**src/rtl/binary_to_ternary_converter_pkg.sv**
```systemverilog
// Shared constants for the binary-to-ternary converter: trit codes, FSM encoding,
// and the step-counter width helper.
package ternary_pkg;

  localparam logic [1:0] TRIT_ZERO    = 2'b00;
  localparam logic [1:0] TRIT_ONE     = 2'b01;
  localparam logic [1:0] TRIT_TWO     = 2'b10;
  localparam logic [1:0] TRIT_INVALID = 2'b11;

  localparam logic [1:0] ST_IDLE = 2'b00;
  localparam logic [1:0] ST_CONV = 2'b01;
  localparam logic [1:0] ST_DONE = 2'b10;

  // Width of a counter indexing TRITS digits; never narrower than one bit.
  function automatic int unsigned step_w(int unsigned trits);
    return (trits <= 1) ? 1 : $clog2(trits);
  endfunction

endpackage

```
**src/rtl/binary_to_ternary_converter_if.sv**
```systemverilog
// Valid/ready operand and result bundle between a producer/consumer (master) and the
// converter (slave).
interface binary_to_ternary_converter_if #(
  parameter int unsigned BIN_W = 8,
  parameter int unsigned TRITS = 6
);

  logic               inValid;
  logic               inReady;
  logic [BIN_W-1:0]   inBin;
  logic               outValid;
  logic               outReady;
  logic [2*TRITS-1:0] outTrits;
  logic               ovf;
  logic               busy;

  modport master (
    output inValid, inBin, outReady,
    input  inReady, outValid, outTrits, ovf, busy
  );

  modport slave (
    input  inValid, inBin, outReady,
    output inReady, outValid, outTrits, ovf, busy
  );

endinterface

```
**src/rtl/binary_to_ternary_converter_div3_step.sv**
```systemverilog
// Combinational divide-by-3: restoring chain MSb first, remainder r = (2r + b) mod 3.
module div3_step #(
  parameter int unsigned W = 8
) (
  input  logic [W-1:0] in,
  output logic [W-1:0] quot,
  output logic [1:0]   rem
);

  logic [2:0] t;
  logic [1:0] r;

  always_comb begin
    t    = '0;
    r    = '0;
    quot = '0;
    for (int i = W - 1; i >= 0; i--) begin
      t = {r, in[i]};
      if (t >= 3'd3) begin
        quot[i] = 1'b1;
        r       = 2'(t - 3'd3);
      end else begin
        r = t[1:0];
      end
    end
    rem = r;
  end

endmodule

```
**src/rtl/binary_to_ternary_converter.sv**
```systemverilog
// Sequential binary-to-ternary converter, one digit per clock, LS digit first.
// Define B2T_EARLY_EXIT_EN to finish as soon as the quotient reaches zero.
module binary_to_ternary_converter
  import ternary_pkg::*;
#(
  parameter int unsigned BIN_W = 8,
  parameter int unsigned TRITS = 6
) (
  input logic                         clk,
  input logic                         resetN,
  binary_to_ternary_converter_if.slave bus
);

  localparam int unsigned StepW = step_w(TRITS);

  logic [1:0]         state_q, state_d;
  logic [BIN_W-1:0]   q_q, q_d;
  logic [2*TRITS-1:0] digits_q, digits_d;
  logic [StepW-1:0]   step_q, step_d;
  logic               ovf_q, ovf_d;

  logic [BIN_W-1:0]   quot;
  logic [1:0]         rem;
  logic               accept;

  div3_step #(
    .W (BIN_W)
  ) u_div3_step (
    .in   (q_q),
    .quot (quot),
    .rem  (rem)
  );

  // Gated by resetN so no operand is taken during the reset cycle.
  assign bus.inReady  = resetN & ((state_q == ST_IDLE) |
                                  ((state_q == ST_DONE) & bus.outReady));
  assign accept       = bus.inValid & bus.inReady;
  assign bus.outValid = (state_q == ST_DONE);
  assign bus.busy     = (state_q == ST_CONV);
  assign bus.outTrits = digits_q;
  assign bus.ovf      = ovf_q;

  always_comb begin
    state_d  = state_q;
    q_d      = q_q;
    digits_d = digits_q;
    step_d   = step_q;
    ovf_d    = ovf_q;
    if (accept) begin
      q_d      = bus.inBin;
      digits_d = '0;
      step_d   = '0;
      ovf_d    = 1'b0;
      state_d  = ST_CONV;
    end else begin
      case (state_q)
        ST_IDLE: begin
        end
        ST_CONV: begin
          q_d    = quot;
          step_d = step_q + StepW'(1);
          for (int k = 0; k < TRITS; k++) begin
            if (step_q == StepW'(k)) digits_d[2*k +: 2] = rem;
          end
          if (step_q == StepW'(TRITS - 1)) begin
            state_d = ST_DONE;
            ovf_d   = (quot != '0);
          end
`ifdef B2T_EARLY_EXIT_EN
          // Remaining digits were cleared on accept, so they already read as zero.
          else if (quot == '0) begin
            state_d = ST_DONE;
            ovf_d   = 1'b0;
          end
`else
`endif
        end
        ST_DONE: begin
          if (bus.outReady) state_d = ST_IDLE;
        end
        default: state_d = ST_IDLE;
      endcase
    end
  end

  always_ff @(posedge clk) begin
    if (!resetN) begin
      state_q  <= ST_IDLE;
      q_q      <= '0;
      digits_q <= '0;
      step_q   <= '0;
      ovf_q    <= 1'b0;
    end else begin
      state_q  <= state_d;
      q_q      <= q_d;
      digits_q <= digits_d;
      step_q   <= step_d;
      ovf_q    <= ovf_d;
    end
  end

endmodule

```
**src/flat_wrapper.sv**
```systemverilog
// flat-port wrapper written by rule: the top's interface ports become plain ports
module binary_to_ternary_converter_flat import ternary_pkg::*;
#(
  parameter int unsigned BIN_W = 8,
  parameter int unsigned TRITS = 6
)
  (clk, resetN, bus_inValid, bus_inBin, bus_outReady, bus_inReady, bus_outValid, bus_outTrits, bus_ovf, bus_busy);
  binary_to_ternary_converter_if #(.BIN_W(BIN_W), .TRITS(TRITS)) bus_i ();
  input logic clk;
  input logic resetN;
  input wire logic [$bits(bus_i.inValid)-1:0] bus_inValid;
  input wire logic [$bits(bus_i.inBin)-1:0] bus_inBin;
  input wire logic [$bits(bus_i.outReady)-1:0] bus_outReady;
  output wire logic [$bits(bus_i.inReady)-1:0] bus_inReady;
  output wire logic [$bits(bus_i.outValid)-1:0] bus_outValid;
  output wire logic [$bits(bus_i.outTrits)-1:0] bus_outTrits;
  output wire logic [$bits(bus_i.ovf)-1:0] bus_ovf;
  output wire logic [$bits(bus_i.busy)-1:0] bus_busy;
  assign bus_i.inValid = bus_inValid;
  assign bus_i.inBin = bus_inBin;
  assign bus_i.outReady = bus_outReady;
  assign bus_inReady = bus_i.inReady;
  assign bus_outValid = bus_i.outValid;
  assign bus_outTrits = bus_i.outTrits;
  assign bus_ovf = bus_i.ovf;
  assign bus_busy = bus_i.busy;
  binary_to_ternary_converter #(.BIN_W(BIN_W), .TRITS(TRITS)) u_core (.clk(clk), .resetN(resetN), .bus(bus_i));
endmodule
```
**config.mk**
```make
export PLATFORM = sky130hd
export DESIGN_NAME = binary_to_ternary_converter_flat
export DESIGN_NICKNAME = d
export VERILOG_FILES = /design/src/rtl/binary_to_ternary_converter_pkg.sv /design/src/rtl/binary_to_ternary_converter_if.sv /design/src/rtl/binary_to_ternary_converter_div3_step.sv /design/src/rtl/binary_to_ternary_converter.sv /design/src/flat_wrapper.sv
export SDC_FILE = /design/constraint.sdc
export NUM_CORES = 1
export LEC_CHECK = 0
export CAP_MARGIN = 20
export CORE_UTILIZATION = 30
export CTS_CLUSTER_DIAMETER = 30
export DETAILED_ROUTE_END_ITERATION = 8
export GPL_TIMING_DRIVEN = 0
export SETUP_SLACK_MARGIN = 0.4
export SKIP_CTS_REPAIR_TIMING = 1
export SYNTH_ARGS = -nofsm -noshare
export SYNTH_HDL_FRONTEND = slang
export SYNTH_SLANG_ARGS = --single-unit
```
**constraint.sdc**
```tcl
create_clock -name clk -period 14 [get_ports clk]
set_input_delay 4.2 -clock clk [delete_from_list [all_inputs] [get_ports clk]]
set_output_delay 4.2 -clock clk [all_outputs]
set_load 0.02 [all_outputs]
```
==> impl_metrics.env, run 1 <==
export IMPL_outcome="complete, no violations"
export IMPL_pre_cts_slack_ns=4.08
export IMPL_critPathMaxFanout=3
export IMPL_grt_pass1_wl_microns=6020
export IMPL_worstHoldStart="u_core.bus.outTrits[2]$_SDFFE_PP0P_"
export IMPL_worst_slack_ns=4.11
export IMPL_fmax_mhz=101
export IMPL_cts_root_buf="clkbuf_8"
export IMPL_dieWidth_microns=75.7
export IMPL_crit_path_start="bus_outReady"
export IMPL_clock_skew_ns=0.00261
export IMPL_setup_tns_ns=0
export IMPL_synthesis_area_sq_um=1630
export IMPL_grt_use_total=0.138
export IMPL_grt_overflow=0
export IMPL_hp_class="reg2reg"
export IMPL_grt_pass1_vias=1337
export IMPL_wl_met2_microns=1600
export IMPL_drtAntennaViolNets=0
export IMPL_hold_violations=0
export IMPL_powerDensity_nw_per_um2=103
export IMPL_endpoint_kind="output pin"
export IMPL_r2r_slack_ns=7.59
export IMPL_cts_sinks=26
export IMPL_yosysSeqAreaShare=0.319
export IMPL_syn_nets=210
export IMPL_diodes=0
export IMPL_final_util=0.395
export IMPL_viasPerCell=4.97
export IMPL_io_pins=28
export IMPL_syn_inst=186
export IMPL_final_common_cell="clkdlybuf4s50_1"
export IMPL_firstDrtPassIters=4
export IMPL_cts_tree="done"
export IMPL_peakVddDrop_uv=42.4
export IMPL_start_util=0.315
export IMPL_async_reset_ff_frac=0
export IMPL_rsz0062_at_grt="no"
export IMPL_finalSetupViolCount=0
export IMPL_dieArea_sq_um=5740
export IMPL_syn_avg_cell_area_sq_um=8.77
export IMPL_grt_max_degree=15
export IMPL_syn_to_final_growth_pct=25.3
export IMPL_drcViolationCount=0
export IMPL_startpoint_type="input port"
export IMPL_synth_cell_type_count=51
export IMPL_slew_headroom=0.696
export IMPL_cap_violations=0
export IMPL_wl_microns=3560
export IMPL_finalNetCount=242
export IMPL_rows=26
export IMPL_antenna_found_initial=0
export IMPL_final_layout_size_suffix_gt1_frac=0.0829
export IMPL_portBuffers=27
export IMPL_path_clk_slew_ns=0.08
export IMPL_synth_edf_count=0
export IMPL_die_y_microns=75.7
export IMPL_wl_met1_microns=1810
export IMPL_dr_wl_met3_microns=90
export IMPL_gp_congestion=0.722
export IMPL_dr_first_iter_drc_count=94
export IMPL_clk_path_buf_depth=2
export IMPL_max_slew_worst_pin_slew_ns=0.456
export IMPL_slew_viol_final=0
export IMPL_finalCritPeriodShare=0.706
export IMPL_clock_latency_ns=0.27
export IMPL_yosys_warnings=0
export IMPL_r2r_start="u_core.q_q[7]$_SDFFE_PN0P_"
export IMPL_synth_ff_type="dfxtp_1"
export IMPL_numCtsBuffers=3
export IMPL_layout_min_cycle_time_ns=9.89
export IMPL_path_class="in2out"
export IMPL_core_area_sq_um=5170
export IMPL_n_fill_cell=521
export IMPL_vias=1425
export IMPL_wl_per_cell_microns=12.4
export IMPL_htreeDepth=1
export IMPL_place_hpwl_microns=2720
export IMPL_final_cell_mix="clkdlybuf4s50_1, dfxtp_1, nand2_1, nand3_1, nor2_1"
export IMPL_yosys_register_bits=26
export IMPL_top_layer="met4"
export IMPL_cp_arrival_ns=5.69
export IMPL_p_leak_nw=0.759
export IMPL_cp_required_ns=9.80
## through the flow
step / instances / power (mW) / hold WS, ns / area (sq um)
detailed placement: 283 / 0.165 / 0.457 / 1990
finish: 287 / 0.211 / 0.464 / 2040
floorplan: 186 / 0.148 / 0.469 / 1630
global route: 287 / 0.226 / 0.494 / 2040
global placement: 283 / 0.165 / 0.454 / 1990
CTS: 287 / 0.214 / 0.471 / 2040
## cell families after synthesis
group           count (synthesis)  synth area share
simple gates                   71             0.235
xor+xnor                        1           0.00537
flops                          26             0.319
compound gates                 59             0.295
fa+ha+maj                      12            0.0920
buf+inv                        14            0.0322
mux                             3            0.0215
## synthesized netlist by cell type (2+ instances only)
library cell | count | area share
dfxtp_1 | 26 | 0.32
nand2_1 | 16 | 0.037
nand3_1 | 15 | 0.046
nor2_1 | 13 | 0.030
ha_1 | 12 | 0.092
o21ai_1 | 12 | 0.037
clkbuf_1 | 8 | 0.018
a21o_1 | 6 | 0.028
a21oi_1 | 6 | 0.018
inv_1 | 5 | 0.012
nor2b_1 | 5 | 0.019
nor3_1 | 5 | 0.015
o21ai_0 | 5 | 0.015
a21boi_0 | 4 | 0.018
a22oi_1 | 3 | 0.014
and2_1 | 3 | 0.012
nand2b_1 | 3 | 0.012
a211o_1 | 2 | 0.011
a222oi_1 | 2 | 0.012
and2b_1 | 2 | 0.0092
mux2i_1 | 2 | 0.012
o21a_1 | 2 | 0.0092
## power breakdown
part	leakage (nW)	total (mW)	switching (mW)	internal [mW]
clock	0.0288	0.0479	0.0227	0.0252
sequential	0.211	0.0812	0.00408	0.0771
combinational	0.520	0.0820	0.0450	0.0369
## registers in the layout, indices dropped and copies added (netlist names)
signal               flops
u_core.step_q            3
u_core.q_q               8
u_core.state_q           2
u_core.bus.ovf           1
u_core.bus.outTrits     12
## critical path: stages
cell,delay [ns]
clkdlybuf4s50_1,0.48
nor2b_1,0.05
nor3b_1,0.29
clkdlybuf4s50_1,0.67
## routing by layer
metal,vias to the layer above,GRT usage
met5,-,0
met4,0,0.0617
met3,5,0.0185
met2,18,0.227
met1,657,0.180
li1,745,-
## cell type report
type,count,area [sq um],area share
Inverter,6,22.5,0.0110
Multi-Input combinational cell,146,1060,0.518
Tap cell,70,87.6,0.0428
Sequential cell,26,520,0.255
Clock buffer,4,55.1,0.0269
Buffer,8,30.0,0.0147
Timing Repair Buffer,27,270,0.132
## path summary, 6_finish.rpt
| path | endpoint | cells past startpoint |
|---|---|---|
| min | u_core.bus.outTrits[2]$_SDFFE_PP0P_ | 2 |
| max | bus_inReady | 4 |
| min reg2reg | u_core.bus.outTrits[2]$_SDFFE_PP0P_ | 2 |
| max reg2reg | u_core.bus.ovf$_SDFFE_PP0P_ | 26 |
Note: power is estimated with default switching activity, not from simulation.
==> run 2: changes to the inputs <==
- clock period: 14 -> 9.1 ns (I/O delays scaled with it)
==> results of run 2 <==
The final DEF is identical to that of run 1. Status: complete, no violations.
Among the figures that moved: setup slack after placement 4.08 ns -> 2.12 ns; setup slack after layout 4.11 ns -> 2.15 ns; register-to-register setup slack 7.59 ns -> 2.69 ns; total power 0.211 mW -> 0.325 mW; worst IR drop on VDD 42.4 uV -> 65.2 uV
